===== src/rtl/merge_pkg.sv =====
// Shared types and helpers for the merge_ctrl_stream merge node.
package merge_pkg;

    localparam int unsigned MAX_W = 64;

    typedef enum logic [2:0] {
        MERGE   = 3'd0,
        DRAIN_A = 3'd1,
        DRAIN_B = 3'd2,
        PASS_A  = 3'd3,
        PASS_B  = 3'd4,
        DONE    = 3'd5
    } state_t;

    // Key sits in the top KEY_W bits of the record; result is zero-extended.
    function automatic logic [MAX_W-1:0] key_of(input logic [MAX_W-1:0] rec,
                                                input int unsigned     data_w,
                                                input int unsigned     key_w);
        logic [MAX_W-1:0] mask;
        mask = (key_w >= MAX_W) ? '1 : ((MAX_W'(1) << key_w) - MAX_W'(1));
        return (rec >> (data_w - key_w)) & mask;
    endfunction

    // Ties favour A so equal keys keep their A-before-B order.
    function automatic logic a_wins(input logic [MAX_W-1:0] ka,
                                    input logic [MAX_W-1:0] kb,
                                    input logic             asc);
        return asc ? (ka <= kb) : (ka >= kb);
    endfunction

endpackage


===== src/rtl/merge_out_stage.sv =====
// Single-entry output register for the merge node; holds its contents while
// the downstream stalls and reports when it can take a new record.
module merge_out_stage #(
    parameter int unsigned DATA_W = 32
) (
    input  logic              i_clk,
    input  logic              i_rst,
    input  logic              i_load,
    input  logic [DATA_W-1:0] i_data,
    input  logic              i_last,
    input  logic              i_ready,
    output logic [DATA_W-1:0] o_data,
    output logic              o_valid,
    output logic              o_last,
    output logic              o_adv
);

    logic [DATA_W-1:0] r_data;
    logic              r_valid;
    logic              r_last;

    assign o_adv = ~r_valid | i_ready;

    always_ff @(posedge i_clk) begin
        if (i_rst) begin
            r_data  <= '0;
            r_valid <= 1'b0;
            r_last  <= 1'b0;
        end else if (o_adv) begin
            r_valid <= i_load;
            r_last  <= i_load & i_last;
            if (i_load) begin
                r_data <= i_data;
            end
        end
    end

    assign o_data  = r_data;
    assign o_valid = r_valid;
    assign o_last  = r_last;

endmodule


===== src/rtl/merge_ctrl_stream.sv =====
// Two-input streaming merge node: merges run k of A with run k of B, closing
// each output run with one terminator, then passes through the longer stream.
module merge_ctrl_stream
    import merge_pkg::*;
#(
    parameter int unsigned DATA_W    = 32,
    parameter int unsigned KEY_W     = 32,
    parameter logic [63:0] TERM_KEY  = '0,
    parameter bit          ASCENDING = 1'b1,
    parameter int unsigned CNT_W     = 16
) (
    input  logic              i_clk,
    input  logic              i_rst,
    input  logic [DATA_W-1:0] i_a_data,
    input  logic              i_a_valid,
    input  logic              i_a_last,
    output logic              o_a_ready,
    input  logic [DATA_W-1:0] i_b_data,
    input  logic              i_b_valid,
    input  logic              i_b_last,
    output logic              o_b_ready,
    output logic [DATA_W-1:0] o_data,
    output logic              o_valid,
    output logic              o_last,
    input  logic              i_ready,
    output logic [CNT_W-1:0]  o_run_count,
    output logic              o_done,
    output logic              o_err
);

    state_t r_state, w_state_nxt, w_term_nxt;

    logic [MAX_W-1:0] w_key_a, w_key_b;
    logic             w_ta, w_tb, w_win_a, w_both;
    logic             w_adv;
    logic             w_take_a, w_take_b, w_emit, w_emit_b, w_out_last;
    logic             w_run_inc, w_term;
    logic [CNT_W-1:0] r_run_count;
    logic             r_err;

    assign w_key_a = key_of(MAX_W'(i_a_data), DATA_W, KEY_W);
    assign w_key_b = key_of(MAX_W'(i_b_data), DATA_W, KEY_W);
    assign w_ta    = (w_key_a == TERM_KEY);
    assign w_tb    = (w_key_b == TERM_KEY);
    assign w_win_a = a_wins(w_key_a, w_key_b, ASCENDING);
    assign w_both  = i_a_valid & i_b_valid;

    always_ff @(posedge i_clk) begin
        if (i_rst) begin
            r_state <= MERGE;
        end else begin
            r_state <= w_state_nxt;
        end
    end

    always_comb begin
        w_term_nxt = MERGE;
        if (i_a_last & i_b_last) begin
            w_term_nxt = DONE;
        end else if (i_a_last) begin
            w_term_nxt = PASS_B;
        end else if (i_b_last) begin
            w_term_nxt = PASS_A;
        end
    end

    // A last=1 on a non-terminator ends that stream, so the other one is passed through.
    always_comb begin
        w_state_nxt = r_state;
        if (w_adv && w_emit) begin
            case (r_state)
                MERGE: begin
                    if (w_term) begin
                        w_state_nxt = w_term_nxt;
                    end else if (w_take_a) begin
                        w_state_nxt = i_a_last ? PASS_B : (w_tb ? DRAIN_A : MERGE);
                    end else begin
                        w_state_nxt = i_b_last ? PASS_A : (w_ta ? DRAIN_B : MERGE);
                    end
                end
                DRAIN_A: w_state_nxt = w_term ? w_term_nxt : (i_a_last ? PASS_B : DRAIN_A);
                DRAIN_B: w_state_nxt = w_term ? w_term_nxt : (i_b_last ? PASS_A : DRAIN_B);
                PASS_A:  w_state_nxt = i_a_last ? DONE : PASS_A;
                PASS_B:  w_state_nxt = i_b_last ? DONE : PASS_B;
                default: w_state_nxt = r_state;
            endcase
        end
    end

    always_comb begin
        w_take_a   = 1'b0;
        w_take_b   = 1'b0;
        w_emit     = 1'b0;
        w_emit_b   = 1'b0;
        w_out_last = 1'b0;
        w_run_inc  = 1'b0;
        w_term     = 1'b0;
        case (r_state)
            MERGE: begin
                if (w_both) begin
                    if (w_ta & w_tb) begin
                        w_term = 1'b1;
                    end else if (w_tb | (~w_ta & w_win_a)) begin
                        w_take_a = 1'b1;
                        w_emit   = 1'b1;
                    end else begin
                        w_take_b = 1'b1;
                        w_emit   = 1'b1;
                        w_emit_b = 1'b1;
                    end
                end
            end
            DRAIN_A: begin
                if (i_a_valid & ~w_ta) begin
                    w_take_a = 1'b1;
                    w_emit   = 1'b1;
                end else if (w_both & w_ta & w_tb) begin
                    w_term = 1'b1;
                end
            end
            DRAIN_B: begin
                if (i_b_valid & ~w_tb) begin
                    w_take_b = 1'b1;
                    w_emit   = 1'b1;
                    w_emit_b = 1'b1;
                end else if (w_both & w_ta & w_tb) begin
                    w_term = 1'b1;
                end
            end
            PASS_A: begin
                if (i_a_valid) begin
                    w_take_a   = 1'b1;
                    w_emit     = 1'b1;
                    w_run_inc  = w_ta;
                    w_out_last = i_a_last;
                end
            end
            PASS_B: begin
                if (i_b_valid) begin
                    w_take_b   = 1'b1;
                    w_emit     = 1'b1;
                    w_emit_b   = 1'b1;
                    w_run_inc  = w_tb;
                    w_out_last = i_b_last;
                end
            end
            default: ;
        endcase
        if (w_term) begin
            w_take_a   = 1'b1;
            w_take_b   = 1'b1;
            w_emit     = 1'b1;
            w_run_inc  = 1'b1;
            w_out_last = i_a_last & i_b_last;
        end
    end

    assign o_a_ready = w_take_a & w_adv & ~i_rst;
    assign o_b_ready = w_take_b & w_adv & ~i_rst;

    always_ff @(posedge i_clk) begin
        if (i_rst) begin
            r_run_count <= '0;
            r_err       <= 1'b0;
        end else begin
            if (w_adv & w_run_inc) begin
                r_run_count <= r_run_count + CNT_W'(1);
            end
            if ((o_a_ready & i_a_last & ~w_ta) | (o_b_ready & i_b_last & ~w_tb)) begin
                r_err <= 1'b1;
            end
        end
    end

    merge_out_stage #(
        .DATA_W(DATA_W)
    ) u_out (
        .i_clk   (i_clk),
        .i_rst   (i_rst),
        .i_load  (w_emit),
        .i_data  (w_emit_b ? i_b_data : i_a_data),
        .i_last  (w_out_last),
        .i_ready (i_ready),
        .o_data  (o_data),
        .o_valid (o_valid),
        .o_last  (o_last),
        .o_adv   (w_adv)
    );

    assign o_run_count = r_run_count;
    assign o_done      = (r_state == DONE);
    assign o_err       = r_err;

endmodule


===== config.mk =====
export PLATFORM = sky130hd
export DESIGN_NAME = merge_ctrl_stream
export DESIGN_NICKNAME = d
export VERILOG_FILES = /design/src/rtl/merge_pkg.sv /design/src/rtl/merge_out_stage.sv /design/src/rtl/merge_ctrl_stream.sv
export SDC_FILE = /design/constraint.sdc
export NUM_CORES = 1
export LEC_CHECK = 0
export CORE_ASPECT_RATIO = 0.75
export CORE_MARGIN = 4
export CORE_UTILIZATION = 46
export CTS_CLUSTER_DIAMETER = 200
export DETAILED_ROUTE_END_ITERATION = 8
export PLACE_DENSITY_LB_ADDON = 0.1
export SLEW_MARGIN = 5
export SYNTH_ARGS = -nofsm -noshare
export SYNTH_HDL_FRONTEND = slang
export SYNTH_SLANG_ARGS = --single-unit

===== constraint.sdc =====
create_clock -name i_clk -period 3.4 [get_ports i_clk]
set_clock_uncertainty 0.1 [all_clocks]
set_input_delay 0.51 -clock i_clk [delete_from_list [all_inputs] [get_ports i_clk]]
set_output_delay 0.51 -clock i_clk [all_outputs]
set_load 0.1 [all_outputs]

==> impl_metrics.py <==
metrics = {
    "synth": {
        "synth_compound_area_share_pct": 16.79,
        "ys_ff_latch": 54,
        "synthXorXnorAreaFrac_pct": 0.9675,
        "synth_top_area_cell": "dfxtp_1",
        "syn_inst": 455,
        "synth_simple_gate_area_share_pct": 23.95,
        "synth_top_cells_by_area": "dfxtp_1, ha_1, mux2i_1",
        "yosysMostFrequentCell": "nand2_1",
        "ys_types": 51,
        "synth-seq-area-share_pct": 29.85,
        "synthAdderAreaFrac_pct": 11.40,
        "synth_top_family_by_area": "simple AND/OR/NAND/NOR gates",
        "synth.avg_cell_area_sq_um": 7.958,
        "syn_area_sq_um": 3621,
        "synth_commonest_cells": "nand2_1, dfxtp_1, inv_1",
        "synth_warnings": 0,
        "dominantRegCellSynth": "dfxtp_1",
        "synth.net_count": 559,
        "synth-edff-count": 0,
        "synth.area.mux_share_pct": 10.64,
        "async_flop_share_pct": 0,
        "synth_top_area_share_pct": 29.85,
    },
    "drt": {
        "drc_errors": 0,
        "vias": 4366,
        "ant_nets": 0,
        "routed_wl_um": 14110,
        "wl_per_cell_um": 18.74,
        "drtIter0Drc": 391,
        "drt-pass1-iter-count": 5,
        "viasPerCell": 5.798,
    },
    "global_route": {
        "grt_start_max_net_pins": 21,
        "grt_pass1_wl_um": 22110,
        "grt_pass1_vias": 4407,
        "grt_overflow": 0,
        "grt_util_all_layers_pct": 28.32,
        "antenna_found_initial": 0,
    },
    "floorplanning": {
        "io_pins": 125,
        "coreArea_sq_um": 7500,
        "dieHeight_um": 84.84,
        "rows": 27,
        "fp.dieW_um": 110.4,
        "dieArea_sq_um": 9370,
        "initial_utilization_pct": 48.28,
    },
    "clock_tree": {
        "cts_buffer_depth": 2,
        "cts_root_buf": "clkbuf_8",
        "cts-buffers-inserted": 5,
        "clkSinkCount": 54,
        "cts_tree": "built",
        "htreeDepth": 2,
        "clk_latency_ns": 0.32,
        "clk_pin_slew_worst_paths_ns": 0.10,
    },
    "power_and_ir_drop": {
        "irDropWorstVdd_v": 0.0003200,
        "p_leak_nw": 2.523,
        "p_total_mw": 2.479,
        "powerDensity_nw_per_um2": 416.2,
    },
    "timing": {
        "setup_ws_ns": -0.005927,
        "finalSetupViolCount": 1,
        "max_freq_mhz": 293.6,
        "finalMaxSlewViolations": 0,
        "fin_crit_ns": 3.406,
        "timing.final.crit_share_pct": 100.2,
        "worstMarginPinSlew_ns": 0.9982,
        "slew_headroom_pct": 33.25,
        "hold_viol_final": 0,
        "fin_tns_setup_ns": -0.005927,
    },
    "setup_path": {
        "required_ns": 2.79,
        "slowest_delay_ns": 0.43,
        "worst_ep_arrival_time_ns": 2.80,
        "path_cells": "buf_4 > inv_12 > ha_4 > nor2b_2 > o211ai_1 > a2111oi_4 > o31a_1 > o22ai_4 > a21oi_4 > a21oi_4 > nor3_4 > buf_12",
        "crit_fanout": 2,
        "endpoint_kind": "output port",
        "crit_top_cell": "a21oi_4",
        "worst_path_max_delay_cell": "a2111oi_4",
        "worst-setup-path-type": "input pin to output port",
        "critPathLaunchType": "input pin",
    },
    "job": {
        "cap_viol_max_count": 0,
    },
    "status": {
        "status": "complete, but fails checks",
        "violations": "negative setup slack",
    },
    "finish": {
        "antenna_cells": 0,
        "final_nets": 755,
        "syn2layout_area_growth_pct": 64.48,
        "post_route_cells_drive_above_1_share_pct": 34.20,
        "instances_no_fill": 753,
    },
    "min_path": {
        "hp-class": "register to register",
    },
    "placement": {
        "finalWeightedCongestion": 0.9496,
        "detailed_place_hpwl_um": 9784,
        "placed_cells": 730,
        "portBuffers": 124,
    },
}
per-layer routing:
metal  vias up  share of wire (%)  global-route usage (%)  wire [um]
li1       2044                  -                       -          -
met1      2050                 42                   37.30       5937
met2       220                 47                   45.87       6600
met3        52                8.0                   6.914       1128
met4         0                3.1                   9.284        443
met5         -                  0                       0          0
final timing paths:
path / endpoint / start / slack (ns) / cells past startpoint
max reg2reg: u_out.o_data[25] / r_state[1] / 0.36 / 11
min: u_out.o_data[18] / u_out.o_data[18] / 0.35 / 2
max: o_b_ready / i_b_data[1] / -0.006 / 12
min reg2reg: u_out.o_data[18] / u_out.o_data[18] / 0.35 / 2
critical path: cells and delay by family:
kind / cells / cell delay (ns)
compound gates: 6 / 1.28
simple gates: 2 / 0.38
buf+inv: 3 / 0.37
fa+ha+maj: 1 / 0.25
registers in the layout (all words and copies together) (netlist names):
signal	count
u_out.o_valid	1
r_state	3
o_run_count	16
u_out.o_last	1
u_out.o_data	32
o_err	1
stage by stage:
step / hold slack [ns] / instance area (sq um) / utilization, % / worst slack [ns]
global placement: 0.3370 / 5494 / 73.26 / -0.3811
CTS: 0.3559 / 5893 / 78.58 / 0.002459
global route: 0.3828 / 5956 / 79.41 / -0.07319
floorplan: 0.5598 / 3700 / - / -0.1923
detailed placement: 0.3420 / 5494 / 73.26 / -0.4003
finish: 0.3499 / 5956 / 79.41 / -0.005927
layout make-up:
| cell class | instances | area, sq um |
|---|---|---|
| clock buffers | 6 | 72.57 |
| clock inverters | 2 | 37.54 |
| fillers | 515 | 1544 |
| inverters | 41 | 166.4 |
| multi-input cells | 341 | 2789 |
| flip-flops and latches | 54 | 1081 |
| well taps | 101 | 126.4 |
| repair buffers | 208 | 1683 |
where the power goes:
| part | total [mW] | switching, mW | internal (mW) | leakage [nW] |
|---|---|---|---|---|
| logic | 1.27 | 0.864 | 0.409 | 2.03 |
| registers | 0.759 | 0.0561 | 0.703 | 0.440 |
| clock network | 0.448 | 0.227 | 0.220 | 0.0514 |
logic make-up (layout without fill, tap and decap cells):
| kind of cell | count (synthesis) | in the layout |
|---|---|---|
| buffers and inverters | 60 | 257 |
| muxes | 38 | 38 |
| AOI/OAI and AO/OA | 98 | 98 |
| xor gates and xnor gates | 4 | 4 |
| DFF | 54 | 54 |
| adders and majority gates | 33 | 33 |
| and+or+nand+nor | 168 | 168 |
placed cells by master (no fill, tap or decap), types with 6 or more instances in the layout:
cell and count:
nor4_1 9, ha_4 20, o21ai_0 9, clkdlybuf4s50_1 47
or4_1 7, o21ai_1 31, and3_1 6, dlymetal6s2s_1 8
ha_1 13, nand3_1 15, dfxtp_1 54, nor4_2 6
o211ai_1 6, a21oi_1 16, nand4_1 14, clkbuf_2 38
nor2_1 18, mux2i_1 34, clkdlybuf4s15_1 10, inv_1 25
inv_2 15, nand2_1 60, dlygate4sd2_1 6, a21oi_2 6
buf_4 95
repair_timing:
item                       4_1_cts  5_1_grt
setup buffers                    7        8
hold buffers                     0        0
resized for setup              108      121
setup endpoints to repair       30        4
pin swaps                       31       31
Power figures use the tool's default switching activity.
==> edit: new RTL, same flow settings <==
Make the reset (`i_rst`) asynchronous in 3 clocked blocks.
--- a/src/rtl/merge_out_stage.sv
+++ b/src/rtl/merge_out_stage.sv
@@ -21,7 +21,7 @@
 
     assign o_adv = ~r_valid | i_ready;
 
-    always_ff @(posedge i_clk) begin
+    always_ff @(posedge i_clk or posedge i_rst) begin
         if (i_rst) begin
             r_data  <= '0;
             r_valid <= 1'b0;
--- a/src/rtl/merge_ctrl_stream.sv
+++ b/src/rtl/merge_ctrl_stream.sv
@@ -45,7 +45,7 @@
     assign w_win_a = a_wins(w_key_a, w_key_b, ASCENDING);
     assign w_both  = i_a_valid & i_b_valid;
 
-    always_ff @(posedge i_clk) begin
+    always_ff @(posedge i_clk or posedge i_rst) begin
         if (i_rst) begin
             r_state <= MERGE;
         end else begin
@@ -158,7 +158,7 @@
     assign o_a_ready = w_take_a & w_adv & ~i_rst;
     assign o_b_ready = w_take_b & w_adv & ~i_rst;
 
-    always_ff @(posedge i_clk) begin
+    always_ff @(posedge i_clk or posedge i_rst) begin
         if (i_rst) begin
             r_run_count <= '0;
             r_err       <= 1'b0;
Check against the original RTL: differs if i_rst is asserted again (counterexample within 4 cycles, from zero or initial values and one cycle with i_rst high); with i_rst held inactive, the same outputs for 4 cycles.
==> edit against the original RTL <==
Synthesized area rose by 5.1%. Hold slack improved by 28 ps. Final area rose by 6.2%. Global-route usage fell by 1.8 points. Worst setup slack improved by 6.9 ps. Sequential cell count did not move. Register-to-register slack improved by 490 ps. Wire length rose by 0.17%. Largest cell class unchanged.
Power is not compared: it rests on default switching activity, and its combinational part moved more than twofold at a synthesized area within 25%.
==> edit: results (changes against the original RTL) <==
- Status: completed
- Filler Cells Inserted: 525 (+1.9%)
- Clk tree area frac: 1.54% (-0.31 points)
- Post-Place Cell Area: 5840 sq um (+6.3%)
- R2R Setup Slk: 850 ps (+490 ps)
- Met2 Usage GRT: 43.7% (-2.2 points)
- Worst-margin pin slew: 990 ps (-8.27 ps)
- # Post-CTS Setup Buffers: 9 (+2)
- Post-synthesis sequential area ratio: 35.5% (+5.6 points)
- Slowest cell on crit path: nor4_4
- CLK BUF: 5 (-1)
- Syn_area_per_cell: 9.00 sq um (+13%)
- RR Endpoint: u_out.o_data[24]$_DFFE_PP0P_
- GR Util met3: 5.16% (-1.7 points)
- Layout cell share with drive strength beyond 1: 33.8% (-0.45 points)
- #MultiIn Comb: 314 (-7.9%)
- Crit path max fanout: 3 (+1)
- Flip-flop and latch share of the layout cell area: 21.4% (+3.2 points)
- Detailed Route Iter0 Violations: 260 (-34%)
- Crit-path leading delay family: compound AO/OA/AOI/OAI gates
- Signal buf overhead: 30.1% (+1.8 points)
- M1 WL: 5.99 mm (+0.96%)
- Top cells by count, synth: dfrtp_1, nor2_1, a21oi_1
- Synth Area in Compound Gates: 14.6% (-2.2 points)
- Critical Path Source: i_b_data[28]
- GR Layer Usage met1: 36.3% (-1.0 points)
- Synth cell types: 52 (+2.0%)
- Final WL: 14.1 mm (+0.17%)
- Met3 routed WL: 1.10 mm (-2.4%)
- Routed length per instance: 19.1 um (+2.1%)
- Fraction of area in multi-input gates: 42.2% (-4.6 points)
- Post-synth net total: 527 (-5.7%)
- Final #Nets: 737 (-2.4%)
- Post-Synth Adder-Cell Area: 10.8% (-0.55 points)
- First-pass GRT wire length: 21.0 mm (-4.9%)
- FFs w/ async S/R, synth: 100% (+100 points)
- Vias in the first global route: 4,186 (-5.0%)
- Count of plain and timing-repair buffers: 219 (+5.3%)
- Critical Path Max Stage Delay: 330 ps (-100 ps)
- Main synth FF type: dfrtp_1
- Post-place setup slack: -421 ps (-20.5 ps)
- Die Wd: 113 um (+2.3%)
- Top cells by area, synth: dfrtp_1, ha_1, mux2i_1
- Non-clk invs: 39 (-4.9%)
- Yosys warns: 0 (unchanged)
- Maximum vdd drop: roughly 860 uV
- Mux contribution to synthesized area: 8.71% (-1.9 points)
- Via-per-instance ratio: 5.71 (-1.6%)
- Critical R2R Launch: r_state[2]$_DFFE_PP0P_
- DR WL met2: 6.72 mm (+1.7%)
- P_clk: about 0.41 mW
- Gr usage total: 26.6% (-1.8 points)
- CTS resizes: 103 (-4.6%)
- DPL Wire Length: 9.68 mm (-1.1%)
- Post-Synth XOR/XNOR Area: 3.68% (+2.7 points)
- Largest net degree at the start of global routing: 29 (+38%)
- Area Growth Syn to Fin: 66.2%
## edit: how the worst min path moves through the flow
| stage | slack [ps] | endpoint | from | cells past startpoint |
|---|---|---|---|---|
| 2_1_floorplan | 530 | r_state[2]$_DFFE_PP0P_ | r_state[2]$_DFFE_PP0P_ | 2 |
| 3_3_place_gp | 360 | o_run_count[15]$_DFFE_PP0P_ | o_run_count[15]$_DFFE_PP0P_ | 1 |
| 3_5_place_dp | 360 | o_run_count[15]$_DFFE_PP0P_ | o_run_count[15]$_DFFE_PP0P_ | 1 |
| 4_1_cts | 380 | o_run_count[15]$_DFFE_PP0P_ | o_run_count[15]$_DFFE_PP0P_ | 1 |
| 5_1_grt | 420 | u_out.o_data[30]$_DFFE_PP0P_ | i_a_data[30] | 3 |
| 6_report | 380 | o_run_count[15]$_DFFE_PP0P_ | o_run_count[15]$_DFFE_PP0P_ | 1 |
